File: config.mk
export PLATFORM = sky130hd
export DESIGN_NAME = bip_control
export DESIGN_NICKNAME = d
export VERILOG_FILES = /design/src/rtl/bip_pkg.sv /design/src/rtl/bip_decoder.sv /design/src/rtl/bip_control.sv
export SDC_FILE = /design/constraint.sdc
export NUM_CORES = 1
export LEC_CHECK = 0
export CAP_MARGIN = 20
export CORE_MARGIN = 2
export CORE_UTILIZATION = 44
export DETAILED_ROUTE_END_ITERATION = 10
export GPL_TIMING_DRIVEN = 0
export MAX_ROUTING_LAYER = met4
export PLACE_DENSITY = 0.79
export SYNTH_ARGS = -nofsm -noshare
export SYNTH_HDL_FRONTEND = slang
export SYNTH_SLANG_ARGS = --single-unit
File: constraint.sdc
create_clock -name clk -period 1.5 [get_ports clk]
set_input_delay 0.225 -clock clk [delete_from_list [all_inputs] [get_ports clk]]
set_output_delay 0.225 -clock clk [all_outputs]
set_load 0.05 [all_outputs]
File: src/rtl/bip_pkg.sv
// Shared constants for the BIP controller: widths, opcodes, FSM encoding and
// the decoded control bundle.
package bip_pkg;

  localparam int BIP_PC_LENGTH          = 11;
  localparam int BIP_OPCODE_LENGTH      = 5;
  localparam int BIP_OPERAND_LENGTH     = 11;
  localparam int BIP_INSTRUCTION_LENGTH = BIP_OPCODE_LENGTH + BIP_OPERAND_LENGTH;

  localparam logic [BIP_OPCODE_LENGTH-1:0] OP_HLT  = 5'b00000;
  localparam logic [BIP_OPCODE_LENGTH-1:0] OP_STO  = 5'b00001;
  localparam logic [BIP_OPCODE_LENGTH-1:0] OP_LD   = 5'b00010;
  localparam logic [BIP_OPCODE_LENGTH-1:0] OP_LDI  = 5'b00011;
  localparam logic [BIP_OPCODE_LENGTH-1:0] OP_ADD  = 5'b00100;
  localparam logic [BIP_OPCODE_LENGTH-1:0] OP_ADDI = 5'b00101;
  localparam logic [BIP_OPCODE_LENGTH-1:0] OP_SUB  = 5'b00110;
  localparam logic [BIP_OPCODE_LENGTH-1:0] OP_SUBI = 5'b00111;

  localparam logic [1:0] SELA_RAM     = 2'b00;
  localparam logic [1:0] SELA_OPERAND = 2'b01;
  localparam logic [1:0] SELA_ALU     = 2'b10;

  typedef enum logic [1:0] {
    FETCH   = 2'd0,
    DECODE  = 2'd1,
    EXECUTE = 2'd2,
    HALT    = 2'd3
  } stateT;

  typedef struct packed {
    logic [1:0] selA;
    logic       selB;
    logic       op;
    logic       wrAcc;
    logic       wrRam;
    logic       rdRam;
  } ctrlT;

endpackage

File: src/rtl/bip_decoder.sv
// Combinational opcode-to-control decode; everything is forced low unless the
// controller is in EXECUTE.
module bip_decoder
  import bip_pkg::*;
#(
  parameter int OPCODE_LENGTH = BIP_OPCODE_LENGTH
) (
  input  logic                     inExecute,
  input  logic [OPCODE_LENGTH-1:0] inOpcode,
  output ctrlT                     outCtrl,
  output logic                     outIsHlt
);

  always_comb begin
    outCtrl  = '0;
    outIsHlt = (inOpcode == OP_HLT);
    if (inExecute) begin
      case (inOpcode)
        OP_STO: outCtrl.wrRam = 1'b1;
        OP_LD: begin
          outCtrl.selA  = SELA_RAM;
          outCtrl.wrAcc = 1'b1;
          outCtrl.rdRam = 1'b1;
        end
        OP_LDI: begin
          outCtrl.selA  = SELA_OPERAND;
          outCtrl.wrAcc = 1'b1;
        end
        OP_ADD, OP_SUB: begin
          outCtrl.selA  = SELA_ALU;
          outCtrl.op    = (inOpcode == OP_SUB);
          outCtrl.wrAcc = 1'b1;
          outCtrl.rdRam = 1'b1;
        end
        OP_ADDI, OP_SUBI: begin
          outCtrl.selA  = SELA_ALU;
          outCtrl.selB  = 1'b1;
          outCtrl.op    = (inOpcode == OP_SUBI);
          outCtrl.wrAcc = 1'b1;
        end
        // HLT and the unused opcode space decode to no strobes
        default: ;
      endcase
    end
  end

endmodule

File: src/rtl/bip_control.sv
// BIP control unit: PC, instruction register and the fetch/decode/execute FSM.
//   state   | meaning
//   FETCH   | PC on the bus; wait for inEnable
//   DECODE  | instruction register captures inInstruction
//   EXECUTE | strobes driven from the opcode; PC advances unless HLT
//   HALT    | terminal until reset
module bip_control
  import bip_pkg::*;
#(
  parameter int PC_LENGTH          = BIP_PC_LENGTH,
  parameter int OPCODE_LENGTH      = BIP_OPCODE_LENGTH,
  parameter int OPERAND_LENGTH     = BIP_OPERAND_LENGTH,
  parameter int INSTRUCTION_LENGTH = OPCODE_LENGTH + OPERAND_LENGTH
) (
  input  logic                          clk,
  input  logic                          reset,
  input  logic                          inEnable,
  input  logic [INSTRUCTION_LENGTH-1:0] inInstruction,
  output logic [PC_LENGTH-1:0]          outPcAddr,
  output logic [OPERAND_LENGTH-1:0]     outOperand,
  output logic [1:0]                    outSelA,
  output logic                          outSelB,
  output logic                          outOp,
  output logic                          outWrAcc,
  output logic                          outWrRam,
  output logic                          outRdRam,
  output logic                          outHalted
);

  stateT                         state;
  stateT                         nextState;
  logic [PC_LENGTH-1:0]          pcReg;
  logic [INSTRUCTION_LENGTH-1:0] irReg;
  ctrlT                          ctrl;
  logic                          isHlt;

  always_ff @(posedge clk or posedge reset) begin
    if (reset) begin
      state <= FETCH;
      pcReg <= '0;
      irReg <= '0;
    end else begin
      state <= nextState;
      if (state == DECODE)
        irReg <= inInstruction;
      // PC width sets the natural wrap from all-ones back to zero
      if (state == EXECUTE && !isHlt)
        pcReg <= pcReg + PC_LENGTH'(1);
    end
  end

  always_comb begin
    nextState = state;
    case (state)
      FETCH:   if (inEnable) nextState = DECODE;
      DECODE:  nextState = EXECUTE;
      EXECUTE: nextState = isHlt ? HALT : FETCH;
      HALT:    nextState = HALT;
      default: nextState = FETCH;
    endcase
  end

  bip_decoder #(
    .OPCODE_LENGTH (OPCODE_LENGTH)
  ) uDecoder (
    .inExecute (state == EXECUTE),
    .inOpcode  (irReg[INSTRUCTION_LENGTH-1 -: OPCODE_LENGTH]),
    .outCtrl   (ctrl),
    .outIsHlt  (isHlt)
  );

  assign outPcAddr  = pcReg;
  assign outOperand = irReg[OPERAND_LENGTH-1:0];
  assign outSelA    = ctrl.selA;
  assign outSelB    = ctrl.selB;
  assign outOp      = ctrl.op;
  assign outWrAcc   = ctrl.wrAcc;
  assign outWrRam   = ctrl.wrRam;
  assign outRdRam   = ctrl.rdRam;
  assign outHalted  = (state == HALT);

endmodule
==> results.py, run 1 <==
metrics = {
    "logic_synthesis": {
        "yosys_register_bits": 29,
        "synth_compound_gate_area_share": 0.01835,
        "synth_edf_count": 0,
        "ys_seq_area_frac": 0.5321,
        "yosys_warnings": 0,
        "syn-num-nets": 133,
        "ys_types": 27,
        "async_reset_ff_frac": 1.000,
        "syn_area_per_cell_um2": 12.07,
        "synth-simple-area-share": 0.1606,
        "synth.top_cell.area_share": 0.5321,
        "synthCells": 113,
        "synth.area.mux_share": 0.1321,
        "synth.most_common_cell": "dfrtp_1",
        "synth_ff_type": "dfrtp_1",
        "synth_area_leaders": "dfrtp_1 (53%), mux2_2 (13%), buf_4 (6.6%)",
        "netlist.top_cell.by_area": "dfrtp_1",
        "synth_top_family_by_area": "simple AND/OR/NAND/NOR gates",
        "synth_fa_ha_area_frac": 0.009174,
        "syn_area_um2": 1364,
        "synth_xor_area_frac": 0.06422,
        "synth_common_cells": "dfrtp_1 (29), mux2_2 (16), buf_4 (12)",
    },
    "cts": {
        "root_buffer": "clkbuf_4",
        "cts_buffers": 5,
        "h-tree-depth": 2,
        "clkLatencyLatePin_ps": 320,
        "clock-sinks": 29,
        "cts_tree": "built",
        "clkSlewWorstSetupHoldPaths_ps": 90,
        "clockBufferDepth": 2,
    },
    "layout": {
        "layout-drive-gt1-share": 0.5367,
        "fin_util": 0.7338,
        "fin_cells": 210,
        "diodes": 0,
        "syn2layout_area_growth_pct": 61.56,
        "nets": 196,
    },
    "drt": {
        "wl_met1_um": 1229,
        "wl_met3_um": 202,
        "antenna_left": 0,
        "drt-initial-drc-count": 20,
        "dr.pass1.iters": 4,
        "wire_per_inst_um": 14.02,
        "routed_wl_um": 2944,
        "via_count": 1040,
        "drc": 0,
        "highest_layer": "met4",
        "vias_per_cell": 4.952,
        "wl_met2_um": 1476,
    },
    "sta": {
        "setup_ws_ps": -302.6,
        "worst_pin_slew_ps": 484.4,
        "finalSetupViolCount": 14,
        "rsz0062_at_grt": "true",
        "fmax_ghz": 0.5547,
        "clock_skew_ps": 2.434,
        "finalHoldViolations": 0,
        "slew_headroom": 0.6783,
        "post-route-min-period_ps": 1803,
        "final_max_slew_viol_count": 0,
        "period_share": 1.202,
    },
    "pwr": {
        "vdd_drop_max_uv": 1408,
        "switching_share": 0.4448,
        "power_leakage_nw": 1.051,
        "p_sw_mw": 2.150,
        "pwr_density_cell_nw_per_um2": 2194,
        "p_int_mw": 2.684,
        "power_frac_comb": 0.587,
        "seqPwrFrac": 0.299,
        "clockPowerShare": 0.113,
    },
    "worst_setup_path": {
        "cp.required_ps": 1270,
        "worst-endpoint-arrival_ps": 1580,
        "r2r-end": "outPcAddr[9]",
        "timing.rr.start": "state[0]",
        "crit_path_end_kind": "output pin",
        "r2r_slack_ps": -40,
        "crit_fanout": 4,
        "crit_type": "register to output pin",
        "r2r_cells": 7,
        "cp-start-kind": "register",
    },
    "floorplanning": {
        "io_pins": 49,
        "die_w_um": 59.68,
        "die-area_um2": 3561,
        "core_area_um2": 3003,
        "start_util": 0.4542,
        "die_y_um": 59.68,
        "rows": 20,
    },
    "global_route": {
        "grt_start_max_net_pins": 30,
        "grt.overflow.total": 0,
        "grt_pass1_vias": 983,
        "antenna_found_initial": 0,
        "grt_pass1_wl_um": 4526,
        "grt_usage": 0.1814,
    },
    "job": {
        "timing.max_cap.violations": 0,
    },
    "place": {
        "globalplace.congestion": 0.7609,
        "placed_cells": 194,
        "dp_hpwl_um": 1982,
        "io_buffers": 48,
    },
    "outcome": {
        "violations": "setup timing",
        "status": "finished with violations",
    },
    "min_path": {
        "hold_path_class": "input pin to async pin",
    },
}
[how the worst max path moves through the flow]
| stage | start | endpoint | slack [ps] | cells past startpoint |
|---|---|---|---|---|
| final | state[0] | outSelA[0] | -300 | 5 |
| after global routing | state[0] | outSelA[0] | -430 | 5 |
| after CTS | state[0] | outSelA[0] | -320 | 5 |
| after detailed placement | state[0] | outSelA[0] | -680 | 5 |
| after global placement | state[0] | outSelA[0] | -630 | 5 |
| after floorplan | state[0] | outSelA[0] | -110 | 4 |
[routing by layer]
metal,GRT usage,vias up
li1,-,500
met1,0.2022,496
met2,0.2919,37
met3,0.08009,7
met4,0.05714,0
met5,-,-
[cells by family (layout without fill, tap and decap cells)]
| group | Yosys count | after routing |
|---|---|---|
| multiplexers | 16 | 16 |
| flip-flops | 29 | 29 |
| adder cells (fa/ha/maj) | 1 | 1 |
| AND/OR/NAND/NOR | 37 | 37 |
| AO/OA/AOI/OAI | 4 | 4 |
| buffers and inverters | 16 | 80 |
| XOR/XNOR | 10 | 10 |
[state kept, by name, summed over array words and instances (netlist names)]
name,cells
irReg,16
outPcAddr,11
state,2
[critical path: stages (launching register included)]
cell	delay, ps
dfrtp_1	400
nand2b_4	160
nor3_4	190
nand2_2	130
nor3b_4	200
buf_6	180
[through the flow]
step,TNS (ps),setup WS [ps],hold slack [ps],area (um2),power (mW)
global placement,-5246,-634.4,459.1,1966,3.985
detailed placement,-5599,-681.9,456.5,1966,4.054
CTS,-1564,-317.8,469.0,2087,4.595
floorplan,-217.6,-108.4,303.0,1444,3.343
finish,-1636,-302.6,180.8,2203,4.834
global route,-3110,-425.2,203.2,2203,5.108
[area by class of cell]
class | instances | area [um2]
flip-flops and latches | 29 | 728.2
clock buffers | 7 | 65.06
repair buffers | 56 | 611.8
fillers | 209 | 799.5
clock inverters | 1 | 5.005
plain buffers | 14 | 120.1
inverters | 2 | 7.507
well taps | 33 | 41.29
multi-input cells | 68 | 624.3
[timing repair]
action | CTS | global route
buffers inserted | 2 | 4
hold endpoints to repair | 0 | 0
cloned | 0 | 1
hold buffers | 0 | 0
resized for setup | 118 | 12
endpoints found under the setup margin | 30 | 29
pin swaps | 3 | 4
[power groups by stage]
stage                     sequential [mW]  combinational [mW]  clock [mW]
after global routing                 1.50                3.00       0.608
after CTS                            1.45                2.59       0.558
after floorplan                      1.63                1.71           0
after global placement               1.44                2.54           0
final                                1.45                2.84       0.547
after detailed placement             1.46                2.59           0
[placed cells by master, fill, tap and decap left out, types with 2 or more instances in the layout]
cell	n
dfrtp_1	27
nor2_1	5
nand2_1	8
nor3_4	6
mux2_2	16
buf_6	6
clkbuf_4	5
inv_1	2
nand3_1	3
clkbuf_8	2
and2_4	2
nand4_1	3
xnor2_1	3
dfrtp_2	2
xor2_1	7
clkdlybuf4s15_2	18
clkbuf_2	3
clkdlybuf4s50_1	18
buf_8	4
buf_4	16
(Power assumes the default switching activity.)
==> inputs of run 2 (changes only) <==
CORE_UTILIZATION = 40   (was 44)
PLACE_DENSITY = 0.73   (was 0.79)
==> run 2 against run 1 <==
  * The flow still finishes with violations (setup timing)
  * Setup slack improved by 5.7 ps
  * Final cell count is 3.8% higher
  * Critical endpoint unchanged
  * Count of clock-buffer cells in the layout unchanged
  * Fmax rose by 0.31%
  * Combinational power shrank 11%
  * Via count is 4.3% lower
==> results.py, run 2 (synthesis results as in run 1) <==
metrics = {
    "drt": {
        "drt-initial-drc-count": 25,
        "wire_per_inst_um": 12.39,
        "antenna_left": 0,
        "routed_wl_um": 2700,
        "dr.pass1.iters": 4,
        "drc": 0,
        "vias_per_cell": 4.564,
        "via_count": 995,
    },
    "layout": {
        "final_cell_mix": "dfrtp_1 (26), clkdlybuf4s50_1 (18), mux2_2 (16), buf_4 (13), clkdlybuf4s15_2 (13)",
        "fin_area_um2": 2105,
        "final_common_cell": "dfrtp_1",
        "largest-register": "irReg",
        "syn2layout_area_growth_pct": 54.31,
        "fin_cells": 218,
        "nets": 192,
        "fin_util": 0.6357,
        "largest_register_ffs": 16,
        "diodes": 0,
        "layout-drive-gt1-share": 0.5116,
    },
    "cts": {
        "clkSlewWorstSetupHoldPaths_ps": 80,
        "h-tree-depth": 2,
        "cts_buffers": 5,
        "clkLatencyLatePin_ps": 320,
        "cts_tree": "built",
        "clock-sinks": 29,
        "root_buffer": "clkbuf_4",
        "clockBufferDepth": 2,
    },
    "sta": {
        "worst_pin_slew_ps": 484.3,
        "setup_ws_ps": -297.0,
        "period_share": 1.198,
        "finalHoldViolations": 0,
        "slew_headroom": 0.6784,
        "hold_ws_ps": 191.6,
        "clock_skew_ps": 5.809,
        "post-route-min-period_ps": 1797,
        "finalSetupTns_ps": -1567,
        "finalSetupViolCount": 7,
        "rsz0062_at_grt": "true",
        "fmax_ghz": 0.5565,
        "final_max_slew_viol_count": 0,
    },
    "floorplanning": {
        "rows": 21,
        "start_util": 0.4119,
        "die_y_um": 62.39,
        "die-area_um2": 3893,
        "core_area_um2": 3311,
        "die_w_um": 62.39,
        "io_pins": 49,
    },
    "pwr": {
        "pwr_density_cell_nw_per_um2": 2113,
        "clockPowerShare": 0.106,
        "p_int_mw": 2.411,
        "power_frac_comb": 0.570,
        "switching_share": 0.4578,
        "seqPwrFrac": 0.324,
        "vdd_drop_max_uv": 1036,
        "p_sw_mw": 2.036,
        "power_leakage_nw": 0.9868,
    },
    "worst_setup_path": {
        "r2r-end": "outPcAddr[8]",
        "crit_path_end_kind": "output pin",
        "cp-start-kind": "register",
        "r2r_cells": 6,
        "crit_fanout": 4,
        "cp.required_ps": 1270,
        "worst-endpoint-arrival_ps": 1570,
        "timing.rr.start": "state[0]",
        "crit_type": "register to output pin",
        "r2r_slack_ps": 50,
    },
    "global_route": {
        "grt.overflow.total": 0,
        "grt_start_max_net_pins": 30,
        "grt_usage": 0.1565,
        "grt_pass1_vias": 983,
        "antenna_found_initial": 0,
        "grt_pass1_wl_um": 4616,
    },
    "outcome": {
        "violations": "setup timing",
        "status": "finished with violations",
    },
    "job": {
        "timing.max_cap.violations": 0,
    },
    "min_path": {
        "hold_path_class": "input pin to async pin",
    },
    "place": {
        "dp_hpwl_um": 1922,
        "io_buffers": 48,
        "globalplace.congestion": 0.7462,
        "placed_cells": 207,
        "place_area_um2": 1982,
    },
}
## run 2: cell types whose count changed in the layout (fill, tap and decap cells not counted), moves of 2 or more
cell             previous run  this run
clkbuf_2                    3         7
clkdlybuf4s15_1             0         2
clkdlybuf4s15_2            18        13
buf_4                      16        13
## run 2: cell type report
| class | count | area (um2) |
|---|---|---|
| Fill cell | 277 | 1206 |
| Sequential cell | 29 | 729.5 |
| Multi-Input combinational cell | 68 | 614.3 |
| Timing Repair Buffer | 52 | 530.5 |
| Buffer | 14 | 110.1 |
| Tap cell | 46 | 57.56 |
| Clock buffer | 7 | 55.05 |
| Inverter | 2 | 7.507 |
## run 2: power groups by stage
| stage | Clock, mW | Sequential [mW] | Combinational, mW |
|---|---|---|---|
| 5_1_grt | 0.532 | 1.50 | 2.71 |
| 3_5_place_dp | 0 | 1.46 | 2.58 |
| 3_3_place_gp | 0 | 1.44 | 2.55 |
| 4_1_cts | 0.485 | 1.44 | 2.56 |
| 2_1_floorplan | 0 | 1.63 | 1.71 |
| 6_report | 0.471 | 1.44 | 2.54 |
## run 2: how the worst max path moves through the flow
stage / start / depth (start not counted) / endpoint / slack [ps]
4_1_cts: state[0] / 5 / outSelA[0] / -320
5_1_grt: state[0] / 5 / outSelA[0] / -400
3_3_place_gp: state[0] / 5 / outSelA[0] / -640
6_report: state[0] / 5 / outSelA[0] / -300
2_1_floorplan: state[0] / 4 / outSelA[0] / -110
3_5_place_dp: state[0] / 5 / outSelA[0] / -670
## run 2: per-layer routing
layer	global-route usage	wire length, um
met5	-	0
met4	0.07500	59
met3	0.04324	136
met2	0.2514	1328
met1	0.1830	1176
## run 2: through the flow
| stage | total power, mW | worst slack, ps |
|---|---|---|
| final | 4.447 | -297.0 |
| after global routing | 4.735 | -402.3 |
| after CTS | 4.479 | -315.2 |
| after detailed placement | 4.044 | -665.2 |
| after global placement | 3.989 | -644.7 |
| after floorplan | 3.343 | -108.4 |
## run 2: timing repair
item | CTS | global route
hold buffers | 0 | 0
pin swaps | 3 | 3
gates resized for setup | 110 | 16
setup endpoints to repair | 30 | 32
buffers inserted | 2 | 1
## run 2: worst max-delay path, cell delays in order, from the launching register on
cell	delay, ps
dfrtp_1	390
nand2b_4	160
nor3_4	200
nand2_2	130
nor3b_4	190
buf_6	180
==> inputs of run 3 (changes only) <==
HOLD_SLACK_MARGIN = 0.05   (was default)
==> results of run 3 <==
Final layout, timing and power as in run 2 (identical DEF).
